## config.mk

```make
export PLATFORM = sky130hd
export DESIGN_NAME = cmd_sched_flat
export DESIGN_NICKNAME = d
export VERILOG_FILES = /design/src/rtl/cmd_sched_if.sv /design/src/rtl/cmd_sched.sv /design/src/flat_wrapper.sv
export SDC_FILE = /design/constraint.sdc
export NUM_CORES = 2
export LEC_CHECK = 0
export BUFFER_PORTS_ARGS = -buffer_cell sky130_fd_sc_hd__buf_2
export CAP_MARGIN = 40
export CORE_ASPECT_RATIO = 2
export CORE_MARGIN = 4
export CORE_UTILIZATION = 39
export DETAILED_ROUTE_END_ITERATION = 12
export PLACE_DENSITY = 0.65
export REMOVE_ABC_BUFFERS = 1
export SLEW_MARGIN = 20
export SYNTH_ARGS = -nofsm -noshare
export SYNTH_HDL_FRONTEND = slang
export SYNTH_SLANG_ARGS = --single-unit
```

## constraint.sdc

```tcl
create_clock -name CLK -period 39 [get_ports CLK]
set_input_delay 1.95 -clock CLK [delete_from_list [all_inputs] [get_ports CLK]]
set_output_delay 1.95 -clock CLK [all_outputs]
set_load 0.01 [all_outputs]
```

## src/rtl/cmd_sched_if.sv

```systemverilog
// Host/pulse-master side bundle for cmd_sched: command push port, time inputs,
// issued-command register outputs and queue status.
interface cmd_sched_if #(
  parameter int DEPTH = 8
);
  localparam int LW = $clog2(DEPTH) + 1;

  logic          CMD_WR;
  logic [337:0]  CMD_IN;
  logic [63:0]   TIME;
  logic          SYS_TIME_UPDATE_OK;
  logic          REQ_COMMAND;

  logic          WR_DATA;
  logic [47:0]   MEM_DDS_freq;
  logic [47:0]   MEM_DDS_delta_freq;
  logic [31:0]   MEM_DDS_delta_rate;
  logic [63:0]   MEM_TIME_START;
  logic [15:0]   MEM_N_impuls;
  logic [1:0]    MEM_TYPE_impulse;
  logic [31:0]   MEM_Interval_Ti;
  logic [31:0]   MEM_Interval_Tp;
  logic [31:0]   MEM_Tblank1;
  logic [31:0]   MEM_Tblank2;
  logic          FULL;
  logic          EMPTY;
  logic [LW-1:0] LEVEL;
  logic          OVF;
  logic [7:0]    STALE_CNT;
  logic          BUSY;

  modport master (
    output CMD_WR, CMD_IN, TIME, SYS_TIME_UPDATE_OK, REQ_COMMAND,
    input  WR_DATA, MEM_DDS_freq, MEM_DDS_delta_freq, MEM_DDS_delta_rate,
           MEM_TIME_START, MEM_N_impuls, MEM_TYPE_impulse, MEM_Interval_Ti,
           MEM_Interval_Tp, MEM_Tblank1, MEM_Tblank2, FULL, EMPTY, LEVEL,
           OVF, STALE_CNT, BUSY
  );

  modport slave (
    input  CMD_WR, CMD_IN, TIME, SYS_TIME_UPDATE_OK, REQ_COMMAND,
    output WR_DATA, MEM_DDS_freq, MEM_DDS_delta_freq, MEM_DDS_delta_rate,
           MEM_TIME_START, MEM_N_impuls, MEM_TYPE_impulse, MEM_Interval_Ti,
           MEM_Interval_Tp, MEM_Tblank1, MEM_Tblank2, FULL, EMPTY, LEVEL,
           OVF, STALE_CNT, BUSY
  );
endinterface

```

## src/rtl/cmd_sched.sv

```systemverilog
// Command queue + issue scheduler feeding the pulse master, one burst at a time.
// Optional stale-command dropping: define CMD_SCHED_STALE_CHECK_EN.
module cmd_sched #(
  parameter int DEPTH = 8,
  parameter int GUARD = 48
) (
  input logic       CLK,
  input logic       RESET,
  cmd_sched_if.slave bus
);
  localparam int AW = $clog2(DEPTH);
  localparam int LW = AW + 1;
  localparam int CW = 338;

  typedef enum logic [2:0] {S_IDLE, S_POP, S_CHECK, S_ARMED, S_BUSY} state_t;

  state_t          state_reg, state_next;
  logic [CW-1:0]   queue_mem [DEPTH];
  logic [CW-1:0]   head_reg;
  logic [CW-1:0]   mem_out_reg;
  logic [AW-1:0]   wr_ptr_reg, rd_ptr_reg;
  logic [LW-1:0]   level_reg;
  logic            ovf_reg;
  logic            req_q_reg;
  logic            full, empty, push, pop, stale, wr_data;
  logic            req_rise, req_fall;

  assign full     = (level_reg == LW'(DEPTH));
  assign empty    = (level_reg == '0);
  assign push     = bus.CMD_WR && !full;
  assign pop      = (state_reg == S_POP);
  assign req_rise = bus.REQ_COMMAND && !req_q_reg;
  assign req_fall = !bus.REQ_COMMAND && req_q_reg;

  // Reset-free storage so it maps onto block RAM; the head is read every cycle.
  always_ff @(posedge CLK) begin
    if (push)
      queue_mem[wr_ptr_reg] <= bus.CMD_IN;
    head_reg <= queue_mem[rd_ptr_reg];
  end

  always_ff @(posedge CLK) begin
    if (RESET) begin
      wr_ptr_reg <= '0;
      rd_ptr_reg <= '0;
      level_reg  <= '0;
      ovf_reg    <= 1'b0;
      req_q_reg  <= 1'b0;
    end else begin
      req_q_reg <= bus.REQ_COMMAND;
      if (bus.CMD_WR && full)
        ovf_reg <= 1'b1;
      if (push)
        wr_ptr_reg <= wr_ptr_reg + AW'(1);
      if (pop)
        rd_ptr_reg <= rd_ptr_reg + AW'(1);
      case ({push, pop})
        2'b10:   level_reg <= level_reg + LW'(1);
        2'b01:   level_reg <= level_reg - LW'(1);
        default: level_reg <= level_reg;
      endcase
    end
  end

  // All-ones time_start after reset reads as "never".
  always_ff @(posedge CLK) begin
    if (RESET)
      mem_out_reg <= '1;
    else if (pop)
      mem_out_reg <= head_reg;
  end

  always_ff @(posedge CLK) begin
    if (RESET)
      state_reg <= S_IDLE;
    else
      state_reg <= state_next;
  end

  always_comb begin
    state_next = state_reg;
    wr_data    = 1'b0;
    case (state_reg)
      S_IDLE:  if (bus.SYS_TIME_UPDATE_OK && !empty) state_next = S_POP;
      S_POP:   state_next = S_CHECK;
      S_CHECK: begin
        if (stale) begin
          state_next = S_IDLE;
        end else begin
          wr_data    = 1'b1;
          state_next = S_ARMED;
        end
      end
      S_ARMED: begin
        if (!bus.SYS_TIME_UPDATE_OK) state_next = S_IDLE;
        else if (req_rise)           state_next = S_BUSY;
      end
      S_BUSY: begin
        if (!bus.SYS_TIME_UPDATE_OK) state_next = S_IDLE;
        else if (req_fall)           state_next = S_IDLE;
      end
      default: state_next = S_IDLE;
    endcase
  end

`ifdef CMD_SCHED_STALE_CHECK_EN
  logic [63:0] deadline;
  logic [7:0]  stale_cnt_reg;

  // Sum wraps silently; a wrapped deadline simply compares low.
  assign deadline = bus.TIME + 64'(GUARD);
  assign stale    = (mem_out_reg[209:146] <= deadline);

  always_ff @(posedge CLK) begin
    if (RESET)
      stale_cnt_reg <= '0;
    else if (state_reg == S_CHECK && stale && stale_cnt_reg != 8'hFF)
      stale_cnt_reg <= stale_cnt_reg + 8'd1;
  end

  assign bus.STALE_CNT = stale_cnt_reg;
`else
  logic [63:0] unused_deadline;

  assign unused_deadline = bus.TIME + 64'(GUARD);
  assign stale           = 1'b0;
  assign bus.STALE_CNT   = 8'd0;
`endif

  assign bus.WR_DATA            = wr_data && !RESET;
  assign bus.BUSY               = (state_reg != S_IDLE);
  assign bus.FULL               = full;
  assign bus.EMPTY              = empty;
  assign bus.LEVEL              = level_reg;
  assign bus.OVF                = ovf_reg;
  assign bus.MEM_DDS_freq       = mem_out_reg[337:290];
  assign bus.MEM_DDS_delta_freq = mem_out_reg[289:242];
  assign bus.MEM_DDS_delta_rate = mem_out_reg[241:210];
  assign bus.MEM_TIME_START     = mem_out_reg[209:146];
  assign bus.MEM_N_impuls       = mem_out_reg[145:130];
  assign bus.MEM_TYPE_impulse   = mem_out_reg[129:128];
  assign bus.MEM_Interval_Ti    = mem_out_reg[127:96];
  assign bus.MEM_Interval_Tp    = mem_out_reg[95:64];
  assign bus.MEM_Tblank1        = mem_out_reg[63:32];
  assign bus.MEM_Tblank2        = mem_out_reg[31:0];
endmodule

```

## src/flat_wrapper.sv

```systemverilog
// flat-port wrapper written by rule: the top's interface ports become plain ports
module cmd_sched_flat 
#(
  parameter int DEPTH = 8,
  parameter int GUARD = 48
)
  (CLK, RESET, bus_CMD_WR, bus_CMD_IN, bus_TIME, bus_SYS_TIME_UPDATE_OK, bus_REQ_COMMAND, bus_WR_DATA, bus_MEM_DDS_freq, bus_MEM_DDS_delta_freq, bus_MEM_DDS_delta_rate, bus_MEM_TIME_START, bus_MEM_N_impuls, bus_MEM_TYPE_impulse, bus_MEM_Interval_Ti, bus_MEM_Interval_Tp, bus_MEM_Tblank1, bus_MEM_Tblank2, bus_FULL, bus_EMPTY, bus_LEVEL, bus_OVF, bus_STALE_CNT, bus_BUSY);
  cmd_sched_if #(.DEPTH(DEPTH)) bus_i ();
  input logic CLK;
  input logic RESET;
  input wire logic [$bits(bus_i.CMD_WR)-1:0] bus_CMD_WR;
  input wire logic [$bits(bus_i.CMD_IN)-1:0] bus_CMD_IN;
  input wire logic [$bits(bus_i.TIME)-1:0] bus_TIME;
  input wire logic [$bits(bus_i.SYS_TIME_UPDATE_OK)-1:0] bus_SYS_TIME_UPDATE_OK;
  input wire logic [$bits(bus_i.REQ_COMMAND)-1:0] bus_REQ_COMMAND;
  output wire logic [$bits(bus_i.WR_DATA)-1:0] bus_WR_DATA;
  output wire logic [$bits(bus_i.MEM_DDS_freq)-1:0] bus_MEM_DDS_freq;
  output wire logic [$bits(bus_i.MEM_DDS_delta_freq)-1:0] bus_MEM_DDS_delta_freq;
  output wire logic [$bits(bus_i.MEM_DDS_delta_rate)-1:0] bus_MEM_DDS_delta_rate;
  output wire logic [$bits(bus_i.MEM_TIME_START)-1:0] bus_MEM_TIME_START;
  output wire logic [$bits(bus_i.MEM_N_impuls)-1:0] bus_MEM_N_impuls;
  output wire logic [$bits(bus_i.MEM_TYPE_impulse)-1:0] bus_MEM_TYPE_impulse;
  output wire logic [$bits(bus_i.MEM_Interval_Ti)-1:0] bus_MEM_Interval_Ti;
  output wire logic [$bits(bus_i.MEM_Interval_Tp)-1:0] bus_MEM_Interval_Tp;
  output wire logic [$bits(bus_i.MEM_Tblank1)-1:0] bus_MEM_Tblank1;
  output wire logic [$bits(bus_i.MEM_Tblank2)-1:0] bus_MEM_Tblank2;
  output wire logic [$bits(bus_i.FULL)-1:0] bus_FULL;
  output wire logic [$bits(bus_i.EMPTY)-1:0] bus_EMPTY;
  output wire logic [$bits(bus_i.LEVEL)-1:0] bus_LEVEL;
  output wire logic [$bits(bus_i.OVF)-1:0] bus_OVF;
  output wire logic [$bits(bus_i.STALE_CNT)-1:0] bus_STALE_CNT;
  output wire logic [$bits(bus_i.BUSY)-1:0] bus_BUSY;
  assign bus_i.CMD_WR = bus_CMD_WR;
  assign bus_i.CMD_IN = bus_CMD_IN;
  assign bus_i.TIME = bus_TIME;
  assign bus_i.SYS_TIME_UPDATE_OK = bus_SYS_TIME_UPDATE_OK;
  assign bus_i.REQ_COMMAND = bus_REQ_COMMAND;
  assign bus_WR_DATA = bus_i.WR_DATA;
  assign bus_MEM_DDS_freq = bus_i.MEM_DDS_freq;
  assign bus_MEM_DDS_delta_freq = bus_i.MEM_DDS_delta_freq;
  assign bus_MEM_DDS_delta_rate = bus_i.MEM_DDS_delta_rate;
  assign bus_MEM_TIME_START = bus_i.MEM_TIME_START;
  assign bus_MEM_N_impuls = bus_i.MEM_N_impuls;
  assign bus_MEM_TYPE_impulse = bus_i.MEM_TYPE_impulse;
  assign bus_MEM_Interval_Ti = bus_i.MEM_Interval_Ti;
  assign bus_MEM_Interval_Tp = bus_i.MEM_Interval_Tp;
  assign bus_MEM_Tblank1 = bus_i.MEM_Tblank1;
  assign bus_MEM_Tblank2 = bus_i.MEM_Tblank2;
  assign bus_FULL = bus_i.FULL;
  assign bus_EMPTY = bus_i.EMPTY;
  assign bus_LEVEL = bus_i.LEVEL;
  assign bus_OVF = bus_i.OVF;
  assign bus_STALE_CNT = bus_i.STALE_CNT;
  assign bus_BUSY = bus_i.BUSY;
  cmd_sched #(.DEPTH(DEPTH), .GUARD(GUARD)) u_core (.CLK(CLK), .RESET(RESET), .bus(bus_i));
endmodule
```

==> impl_metrics.env <==
export IMPL_fin_skew_ns=0.0556
export IMPL_r2r_slack_ns=34.23
export IMPL_dr_total_vias=57300
export IMPL_antenna_found_initial=101
export IMPL_power_density_nw_per_um2=65.5
export IMPL_cts_tree="done"
export IMPL_io_pins=762
export IMPL_stdcell_count=11000
export IMPL_layout_nets=7087
export IMPL_gr_total_overflow=0
export IMPL_clockBufferDepth=4
export IMPL_setup_violations=0
export IMPL_place_inst=10400
export IMPL_crit_type="in -> reg"
export IMPL_critical_path_endpoint="u_core.queue_mem[2][135]$_DFFE_PP_"
export IMPL_fmax_ghz=0.199
export IMPL_drcViolationCount=0
export IMPL_outcome="finished clean"
export IMPL_r2r_end="u_core.head_reg[269]$_DFF_P_"
export IMPL_critPathArrivalTime_ns=5.57
export IMPL_final_max_slew_viol_count=0
export IMPL_netlist_instances=5815
export IMPL_critPathMaxFanout=39
export IMPL_worstSkewPairLatency_ns=0.88
export IMPL_hold_viol_final=0
export IMPL_mostFrequentLayoutCell="edfxtp_1"
export IMPL_core_area_sq_um=310000
export IMPL_syn_avg_cell_area_sq_um=20.9
export IMPL_grt_start_max_net_pins=112
export IMPL_rows=289
export IMPL_path_clk_slew_ns=0.07
export IMPL_largest_reg_flops=2704
export IMPL_yosysUniqueCellTypes=36
export IMPL_track_usage_pct=16.8
export IMPL_ant_nets=0
export IMPL_cts_htree_levels=5
export IMPL_cp_start_kind="input pin"
export IMPL_die_y_um=797
export IMPL_grt_first_pass_wirelength_mm=407
export IMPL_first_global_vias=61000
export IMPL_max_slew_margin_pct=30.4
export IMPL_setup_tns_ns=0
export IMPL_dp_hpwl_mm=157
export IMPL_yosysWarnings=0
export IMPL_rsz0062_at_grt="false"
export IMPL_port_buffers=689
export IMPL_crit_required_ns=39.53
export IMPL_ys_seq_elements=3395
export IMPL_routed_wl_mm=274
export IMPL_wire_per_inst_um=24.9
export IMPL_cts_buffers=302
export IMPL_cts_resized=0
export IMPL_cts_sinks=3395
export IMPL_end_kind="register"
export IMPL_max_cap_violations=0
export IMPL_die_w_um=402
export IMPL_dieArea_sq_um=321000
export IMPL_drive_above_1_share_pct=34.0
export IMPL_hold_path_class="reg -> reg"
export IMPL_gp_congestion=0.701
export IMPL_syn_area_sq_um=121000
export IMPL_p_leak_nw=46.5
export IMPL_cts_root_buf="clkbuf_16"
export IMPL_r2r_start="u_core.rd_ptr_reg[0]$_SDFFE_PP0P_"
export IMPL_final_cell_mix="2704 x edfxtp_1, 688 x buf_2, 688 x dfxtp_1"
export IMPL_cts_hold_buf=0
export IMPL_dr_first_iter_drc_count=4219
export IMPL_routed_via_density=5.19
export IMPL_start_util_pct=39.2
export IMPL_timing_final_crit_period_ns=5.03
export IMPL_area_growth_pct=16.2
export IMPL_tightest_slew_ns=1.04
export IMPL_post_cts_setup_buffer_count=0
export IMPL_r2r_cells=10
export IMPL_yosysSeqAreaShare_pct=78.3
export IMPL_fin_crit_sh_pct=12.9
export IMPL_crit_path_start="bus_CMD_WR"
export IMPL_peakVddDrop_v=0.0000617
export IMPL_drtPass1Iterations=6
[per-stage QoR]
stage	utilization [%]	hold WS [ns]	total power [mW]	setup slack (ns)	cell area (sq um)
6_report	45.5	0.429	9.24	33.97	141000
5_1_grt	45.5	0.453	9.67	33.68	141000
4_1_cts	45.5	0.432	9.38	33.76	141000
3_5_place_dp	42.2	0.427	6.27	32.79	131000
3_3_place_gp	41.7	0.422	6.19	32.09	129000
2_1_floorplan	-	0.416	6.72	3.39	120000
[layer usage]
metal	global-route usage [%]	routed length (um)
met1	21.4	110000
met2	28.5	135000
met3	4.95	21500
met4	4.32	6340
met5	0	705
[layout make-up]
| type | count | area [sq um] |
|---|---|---|
| Tap cell | 4074 | 5100 |
| Sequential cell | 3395 | 95000 |
| Inverter | 3 | 18.8 |
| Fill cell | 26000 | 169000 |
| Clock inverter | 149 | 1910 |
| Antenna cell | 36 | 90.1 |
| Clock buffer | 404 | 8330 |
| Multi-Input combinational cell | 2111 | 24700 |
| Timing Repair Buffer | 862 | 5950 |
[power by group]
group          leakage (nW)  switching, mW  internal [mW]  total (mW)
clock network          5.00           1.33           1.75        3.09
registers              30.3          0.163           4.31        4.48
logic                  11.2          0.885          0.796        1.68
[how the worst min path moves through the flow]
| stage | from | to | slack, ns | cells past startpoint |
|---|---|---|---|---|
| 5_1_grt | u_core.head_reg[266]$_DFF_P_ | u_core.mem_out_reg[266]$_SDFFE_PP1P_ | 0.45 | 2 |
| 3_5_place_dp | u_core.head_reg[2]$_DFF_P_ | u_core.mem_out_reg[2]$_SDFFE_PP1P_ | 0.43 | 2 |
| 6_report | u_core.head_reg[145]$_DFF_P_ | u_core.mem_out_reg[145]$_SDFFE_PP1P_ | 0.43 | 2 |
| 4_1_cts | u_core.head_reg[145]$_DFF_P_ | u_core.mem_out_reg[145]$_SDFFE_PP1P_ | 0.43 | 2 |
| 2_1_floorplan | u_core.head_reg[0]$_DFF_P_ | u_core.mem_out_reg[0]$_SDFFE_PP1P_ | 0.42 | 2 |
| 3_3_place_gp | u_core.head_reg[266]$_DFF_P_ | u_core.mem_out_reg[266]$_SDFFE_PP1P_ | 0.42 | 2 |
[cells by family (layout without fill, tap and decap cells)]
family / Yosys count / count (layout) / synth area share, %
xor gates and xnor gates: 7 / 7 / 0.0505
and+or+nand+nor: 1061 / 1061 / 4.39
adders and majority gates: 5 / 5 / 0.0515
buffers and inverters: 316 / 1418 / 1.46
muxes: 1017 / 1017 / 15.7
other: 1 / 44 / 0.00309
DFF: 3395 / 3395 / 78.3
AOI/OAI and AO/OA: 13 / 13 / 0.0588
[cell usage after synthesis]
master | number | area share (%)
nand3b_1 | 338 | 2.1
or4b_1 | 1 | 0.0082
or3b_1 | 1 | 0.0072
conb_1 | 1 | 0.0031
mux2_2 | 339 | 3.1
buf_1 | 38 | 0.12
nor4_1 | 3 | 0.015
buf_4 | 24 | 0.15
nor3b_1 | 3 | 0.019
a21boi_0 | 1 | 0.0062
clkbuf_1 | 146 | 0.45
or3_1 | 2 | 0.010
edfxtp_1 | 2704 | 67
nand2b_1 | 4 | 0.021
nor4bb_1 | 1 | 0.0082
xnor2_1 | 1 | 0.0072
nand2_1 | 683 | 2.1
o21ai_0 | 4 | 0.016
nand3_1 | 3 | 0.012
inv_2 | 1 | 0.0031
nor3_1 | 4 | 0.016
xor2_1 | 6 | 0.043
a31oi_1 | 1 | 0.0052
a21oi_1 | 6 | 0.025
buf_2 | 47 | 0.19
nand2_2 | 1 | 0.0052
buf_6 | 58 | 0.54
nor2b_1 | 3 | 0.015
o31ai_1 | 1 | 0.0062
ha_1 | 5 | 0.052
mux4_2 | 676 | 13
dfxtp_1 | 691 | 11
nor4b_1 | 1 | 0.0072
nor2_1 | 13 | 0.040
mux2i_1 | 2 | 0.016
inv_1 | 2 | 0.0062
[critical path: stages]
cell and delay (ns):
buf_2 0.16, nand2_2 0.17, nor3_2 0.31, buf_4 0.68, buf_4 0.75, buf_4 0.46
buf_12 0.29, buf_4 0.38, buf_16 0.28
Note: power is estimated with default switching activity, not from simulation.
